`src/rtl/store_issue_if.sv`:
```
// store_issue_if: MEM-stage store request and SRAM-like write bus between the pipeline and store_issue.
interface store_issue_if;
    logic        st_valid;
    logic        st_ready;
    logic [31:0] instr;
    logic [31:0] addr;
    logic [31:0] rt_data;
    logic        flush;
    logic        data_req;
    logic        data_wr;
    logic [1:0]  data_size;
    logic [31:0] data_addr;
    logic [31:0] data_wdata;
    logic [3:0]  data_wstrb;
    logic        data_addr_ok;
    logic        data_data_ok;
    logic        st_done;
    logic        ades;
    logic [31:0] ades_badvaddr;
    modport master (
        output st_valid, instr, addr, rt_data, flush, data_addr_ok, data_data_ok,
        input  st_ready, data_req, data_wr, data_size, data_addr, data_wdata, data_wstrb,
               st_done, ades, ades_badvaddr
    );
    modport slave (
        input  st_valid, instr, addr, rt_data, flush, data_addr_ok, data_data_ok,
        output st_ready, data_req, data_wr, data_size, data_addr, data_wdata, data_wstrb,
               st_done, ades, ades_badvaddr
    );
endinterface

```
`src/rtl/store_issue.sv`:
```
// store_issue: issues SB/SH/SW stores as one SRAM-like write; STORE_ALIGN_CHECK_EN enables misaligned-store (ades) detection.
module store_issue (
    input logic        clk,
    input logic        rst,
    store_issue_if.slave bus
);
    typedef enum logic [1:0] {IDLE, REQ, WAIT} state_t;
    state_t      state_q, state_d;
    logic [1:0]  size_q, size_d;
    logic [31:0] addr_q, addr_d, wdata_q, wdata_d;
    logic [3:0]  wstrb_q, wstrb_d;
    logic        done_q, done_d, cancel_q, cancel_d;
    logic        is_sb, is_sh, is_sw, go, mis;
    logic [1:0]  size_f;
    logic [31:0] addr_f, wdata_f;
    logic [3:0]  wstrb_f;
    always_comb begin
        is_sb   = bus.instr[31:26] == 6'b101000;
        is_sh   = bus.instr[31:26] == 6'b101001;
        is_sw   = bus.instr[31:26] == 6'b101011;
        go      = bus.st_valid && (is_sb || is_sh || is_sw) && !bus.flush;
`ifdef STORE_ALIGN_CHECK_EN
        mis     = (is_sh && bus.addr[0]) || (is_sw && bus.addr[1:0] != 2'b00);
`else
        mis     = 1'b0;
`endif
        size_f  = is_sw ? 2'd2 : is_sh ? 2'd1 : 2'd0;
        wdata_f = is_sw ? bus.rt_data : is_sh ? {2{bus.rt_data[15:0]}} : {4{bus.rt_data[7:0]}};
        wstrb_f = is_sw ? 4'b1111 : is_sh ? (bus.addr[1] ? 4'b1100 : 4'b0011) : 4'b0001 << bus.addr[1:0];
        // sub-word offset bits are dropped so the slave sees the naturally aligned address
        addr_f  = is_sw ? {bus.addr[31:2], 2'b00} : is_sh ? {bus.addr[31:1], 1'b0} : bus.addr;
    end
    always_comb begin
        state_d  = state_q;
        size_d   = size_q;
        addr_d   = addr_q;
        wdata_d  = wdata_q;
        wstrb_d  = wstrb_q;
        done_d   = 1'b0;
        cancel_d = cancel_q;
        case (state_q)
            IDLE: if (go && !mis) begin
                state_d  = REQ;
                cancel_d = 1'b0;
                size_d   = size_f;
                addr_d   = addr_f;
                wdata_d  = wdata_f;
                wstrb_d  = wstrb_f;
            end
            REQ: if (bus.data_addr_ok) begin
                state_d  = bus.data_data_ok ? IDLE : WAIT;
                done_d   = bus.data_data_ok && !bus.flush;
                cancel_d = bus.flush;
            end else if (bus.flush) begin
                state_d = IDLE;
            end
            // once the address is taken the write cannot be withdrawn; a flush only hides st_done
            WAIT: begin
                cancel_d = cancel_q || bus.flush;
                if (bus.data_data_ok) begin
                    state_d = IDLE;
                    done_d  = !(cancel_q || bus.flush);
                end
            end
            default: state_d = IDLE;
        endcase
    end
    always_ff @(posedge clk) begin
        if (rst) begin
            state_q  <= IDLE;
            size_q   <= 2'd0;
            addr_q   <= 32'd0;
            wdata_q  <= 32'd0;
            wstrb_q  <= 4'd0;
            done_q   <= 1'b0;
            cancel_q <= 1'b0;
        end else begin
            state_q  <= state_d;
            size_q   <= size_d;
            addr_q   <= addr_d;
            wdata_q  <= wdata_d;
            wstrb_q  <= wstrb_d;
            done_q   <= done_d;
            cancel_q <= cancel_d;
        end
    end
    assign bus.st_ready   = state_q == IDLE;
    assign bus.data_req   = state_q == REQ;
    assign bus.data_wr    = state_q == REQ;
    assign bus.data_size  = size_q;
    assign bus.data_addr  = addr_q;
    assign bus.data_wdata = wdata_q;
    assign bus.data_wstrb = wstrb_q;
    assign bus.st_done    = done_q;
`ifdef STORE_ALIGN_CHECK_EN
    logic        ades_q;
    logic [31:0] badv_q;
    always_ff @(posedge clk) begin
        if (rst) begin
            ades_q <= 1'b0;
            badv_q <= 32'd0;
        end else begin
            ades_q <= state_q == IDLE && go && mis;
            badv_q <= (state_q == IDLE && go && mis) ? bus.addr : badv_q;
        end
    end
    assign bus.ades          = ades_q;
    assign bus.ades_badvaddr = badv_q;
`else
    assign bus.ades          = 1'b0;
    assign bus.ades_badvaddr = 32'd0;
`endif
endmodule
```
`src/flat_wrapper.sv`:
```
// flat-port wrapper written by rule: the top's interface ports become plain ports
module store_issue_flat 
  (clk, rst, bus_st_valid, bus_instr, bus_addr, bus_rt_data, bus_flush, bus_data_addr_ok, bus_data_data_ok, bus_st_ready, bus_data_req, bus_data_wr, bus_data_size, bus_data_addr, bus_data_wdata, bus_data_wstrb, bus_st_done, bus_ades, bus_ades_badvaddr);
  store_issue_if bus_i ();
  input logic clk;
  input logic rst;
  input wire logic [$bits(bus_i.st_valid)-1:0] bus_st_valid;
  input wire logic [$bits(bus_i.instr)-1:0] bus_instr;
  input wire logic [$bits(bus_i.addr)-1:0] bus_addr;
  input wire logic [$bits(bus_i.rt_data)-1:0] bus_rt_data;
  input wire logic [$bits(bus_i.flush)-1:0] bus_flush;
  input wire logic [$bits(bus_i.data_addr_ok)-1:0] bus_data_addr_ok;
  input wire logic [$bits(bus_i.data_data_ok)-1:0] bus_data_data_ok;
  output wire logic [$bits(bus_i.st_ready)-1:0] bus_st_ready;
  output wire logic [$bits(bus_i.data_req)-1:0] bus_data_req;
  output wire logic [$bits(bus_i.data_wr)-1:0] bus_data_wr;
  output wire logic [$bits(bus_i.data_size)-1:0] bus_data_size;
  output wire logic [$bits(bus_i.data_addr)-1:0] bus_data_addr;
  output wire logic [$bits(bus_i.data_wdata)-1:0] bus_data_wdata;
  output wire logic [$bits(bus_i.data_wstrb)-1:0] bus_data_wstrb;
  output wire logic [$bits(bus_i.st_done)-1:0] bus_st_done;
  output wire logic [$bits(bus_i.ades)-1:0] bus_ades;
  output wire logic [$bits(bus_i.ades_badvaddr)-1:0] bus_ades_badvaddr;
  assign bus_i.st_valid = bus_st_valid;
  assign bus_i.instr = bus_instr;
  assign bus_i.addr = bus_addr;
  assign bus_i.rt_data = bus_rt_data;
  assign bus_i.flush = bus_flush;
  assign bus_i.data_addr_ok = bus_data_addr_ok;
  assign bus_i.data_data_ok = bus_data_data_ok;
  assign bus_st_ready = bus_i.st_ready;
  assign bus_data_req = bus_i.data_req;
  assign bus_data_wr = bus_i.data_wr;
  assign bus_data_size = bus_i.data_size;
  assign bus_data_addr = bus_i.data_addr;
  assign bus_data_wdata = bus_i.data_wdata;
  assign bus_data_wstrb = bus_i.data_wstrb;
  assign bus_st_done = bus_i.st_done;
  assign bus_ades = bus_i.ades;
  assign bus_ades_badvaddr = bus_i.ades_badvaddr;
  store_issue u_core (.clk(clk), .rst(rst), .bus(bus_i));
endmodule
```
`config.mk`:
```
export PLATFORM = sky130hd
export DESIGN_NAME = store_issue_flat
export DESIGN_NICKNAME = d
export VERILOG_FILES = /design/src/rtl/store_issue_if.sv /design/src/rtl/store_issue.sv /design/src/flat_wrapper.sv
export SDC_FILE = /design/constraint.sdc
export NUM_CORES = 1
export LEC_CHECK = 0
export BUFFER_PORTS_ARGS = -buffer_cell sky130_fd_sc_hd__buf_2
export CAP_MARGIN = 20
export CELL_PAD_IN_SITES_DETAIL_PLACEMENT = 1
export CELL_PAD_IN_SITES_GLOBAL_PLACEMENT = 2
export CORE_ASPECT_RATIO = 0.8
export CORE_MARGIN = 2
export CORE_UTILIZATION = 20
export CTS_CLUSTER_SIZE = 24
export DETAILED_ROUTE_END_ITERATION = 10
export PLACE_DENSITY = 0.82
export SYNTH_ARGS = -nofsm -noshare
export SYNTH_HDL_FRONTEND = slang
export SYNTH_SLANG_ARGS = --single-unit
```
`constraint.sdc`:
```
create_clock -name clk -period 1.3 [get_ports clk]
set_input_delay 0.26 -clock clk [delete_from_list [all_inputs] [get_ports clk]]
set_output_delay 0.26 -clock clk [all_outputs]
set_load 0.1 [all_outputs]
```
==> results by group <==
Floorplanning
  – Initial Utilization: 0.205
  – Ports: 209
  – Horiz. Die Dim: 147 µm
  – Core footprint: 15,900 µm²
  – # rows: 41
  – DIE HEIGHT: 118 µm
  – Die area: 17,300 µm²

Critical path
  – Critical path, cell by cell: inv_4 -> buf_6 -> ha_4 -> buf_6 -> buf_12
  – Critical path capture point type: primary output
  – CP required: 1.04 ns
  – CP max FO: 3
  – Startpoint types: flip-flop
  – Critical path type: reg2out
  – CP max stage delay: 0.35 ns
  – Crit path top cell by count: buf_6
  – R2R cell count: 9
  – Crit path DAT: 1.30 ns
  – Slowest CP cell: dfxtp_2

Yosys
  – Syn Area/Cell: 8.13 µm²
  – Yosys reg bits: 74
  – Prevailing post-synth register cell: dfxtp_1
  – Distinct cells, synth: 35
  – Post-synth EDFFs: 0
  – Post-synth top area share: 0.456
  – Synth area leaders: dfxtp_1, nand2_1, a21oi_1
  – Most frequent cells after synthesis: nand2_1, a21oi_1, dfxtp_1
  – Most numerous cell in the Yosys netlist: nand2_1
  – Synth Warn #: 0
  – Mapped cell area: 3250 µm²
  – Gate Count Post-Synth: 400
  – Post-synthesis sequential area ratio: 0.456
  – Fraction of registers with async set/reset: 0
  – Area leader, netlist: dfxtp_1

GRT
  – GRT overflow: 0
  – GRT Max-Usage Layer: met2
  – Met2 Resource Use GR: 0.250
  – Pin count of the biggest net entering global routing: 48
  – Grt met1 use: 0.176
  – Vias in the first global route: 3,711
  – Initial antenna violation count: 3
  – GRT Total Usage: 0.150
  – GR Util met3: 0.0605
  – First-pass GRT wire length: 20,300 µm

Detailed routing
  – DRT Pass-1 Iters: 4
  – DR vias: 3,415
  – Final wirelength: 13,200 µm
  – WL per Instance: 16.5 µm
  – Antenna viol nets, final: 0
  – DRC: 0
  – Iteration-0 DRC Markers: 88
  – Vias per cell: 4.28

Pwr
  – Worst vdd ir: 597 µV
  – LEAKAGE: 2.49 nW
  – Pwr Density: 1040 nW/µm²

Min path
  – Hold crit path type: in2reg
  – WHS Path Cells: 3

STA
  – Count of final setup violators: 75
  – Final Max Slew Viols: 0
  – Fin Hold WS: 0.158 ns
  – Setup TNS: -13.40 ns
  – FMAX: 642 MHz
  – RSZ-0062 raised after global routing: true
  – Period utilization: 1.20
  – Setup Skew: 0.00798 ns
  – Minimum clock period: 1.56 ns
  – Final Hold Fails: 0
  – Final worst setup slack: -0.259 ns

Clock network
  – Clk slew on worst S/H paths: 0.06 ns
  – CTS tree: built
  – Clock Tree Root: clkbuf_16
  – Clock latency on the worst-skew pair: 0.34 ns
  – CTS Buffer Depth: 2
  – Sink Count: 74
  – Num CTS Buffers: 9
  – H-tree depth: 3

Run status
  – Status: finished, violations left
  – Failing checks: negative setup slack

Placed design
  – Port Buffers: 149
  – Final Wtd Congestion: 0.792
  – Detailed Place HPWL: 9030 µm

Cells and area
  – # nets final: 681
  – Fillers: 1,773
  – Layout cells sized above 1: 0.459
  – Area Growth Syn to Fin: 92.8%

Run
  – MaxCap Viol Count: 0
[routing by layer]
metal | routed length [µm] | vias up
li1 | - | 1643
met1 | 5480 | 1638
met2 | 6520 | 116
met3 | 976 | 16
met4 | 172 | 2
met5 | 13 | -
[cell families after synthesis]
logic type,synth area share
AOI/OAI and AO/OA,0.216
and+or+nand+nor,0.166
DFF,0.456
buffers and inverters,0.140
adders and majority gates,0.0154
muxes,0.00616
other,0.00115
[critical path: cells and delay by family (launching register included)]
kind | cells | cell delay, ns
flops | 1 | 0.35
buf+inv | 4 | 0.45
fa+ha+maj | 1 | 0.16
[placed cells by master (no fill, tap or decap), drive strengths merged]
master / synthesis / layout
nand3: 4 / 4
conb: 1 / 33
nand4: 1 / 1
nor2b: 4 / 4
o31ai: 1 / 1
clkinv: 0 / 2
o21a: 1 / 1
nand3b: 2 / 2
nand2: 105 / 105
a32o: 4 / 4
mux2i: 2 / 2
a21oi: 76 / 76
and3: 1 / 1
a22oi: 4 / 4
ha: 4 / 4
clkbuf: 13 / 16
inv: 6 / 6
dfxtp: 74 / 74
a31oi: 8 / 8
buf: 49 / 192
o21ai: 26 / 26
diode: 0 / 2
nor4b: 1 / 1
and4: 1 / 1
nand2b: 2 / 2
a22o: 4 / 4
nor2: 2 / 2
and4bb: 1 / 1
o22ai: 1 / 1
a31o: 1 / 1
nor3: 1 / 1
[registers in the layout (all words and copies together) (netlist names)]
register               count
u_core.bus.data_addr      32
u_core.bus.data_size       2
u_core.bus.data_wdata     32
u_core.bus.data_wstrb      4
u_core.bus.st_done         1
u_core.cancel_q            1
u_core.state_q             2
[final cells by class]
class / instances / area [µm²] / area share
repair buffers: 194 / 2510 / 0.400
multi-input cells: 290 / 1690 / 0.269
flip-flops and latches: 74 / 1480 / 0.237
clock buffers: 14 / 274 / 0.0437
well taps: 215 / 269 / 0.0429
inverters: 6 / 30.0 / 0.00479
clock inverters: 2 / 10.0 / 0.00160
diodes: 2 / 5.00 / 0.000798
[where the power goes]
part	switching, mW	internal (mW)
clock network	0.948	1.44
logic	1.17	0.623
registers	0.0281	2.30
total	2.14	4.37
[timing repair]
action,CTS,global route
hold buffers,0,0
setup endpoints to repair,76,75
buffers inserted,8,3
gates cloned,7,2
gates resized for setup,61,28
pin swaps,3,10
[stage by stage]
stage | instances | util | setup WS, ns | total power, mW | area (µm²)
2_1_floorplan | 432 | - | -0.236 | 3.52 | 3410
3_3_place_gp | 762 | 0.339 | -0.321 | 3.95 | 5380
6_report | 797 | 0.395 | -0.259 | 6.51 | 6270
3_5_place_dp | 762 | 0.339 | -0.419 | 3.97 | 5380
5_1_grt | 796 | 0.395 | -0.313 | 6.81 | 6270
4_1_cts | 793 | 0.386 | -0.258 | 6.57 | 6120
[worst paths after layout]
check,start,to,slack [ns]
worst min-delay path,bus_addr[15],u_core.bus.data_addr[15],0.16
worst max register to register,u_core.state_q[1],u_core.bus.data_wdata[25],-0.26
worst max-delay path,u_core.state_q[1],bus_data_req,-0.26
worst min register to register,u_core.cancel_q,u_core.cancel_q,0.49
Power figures use the tool's default switching activity.
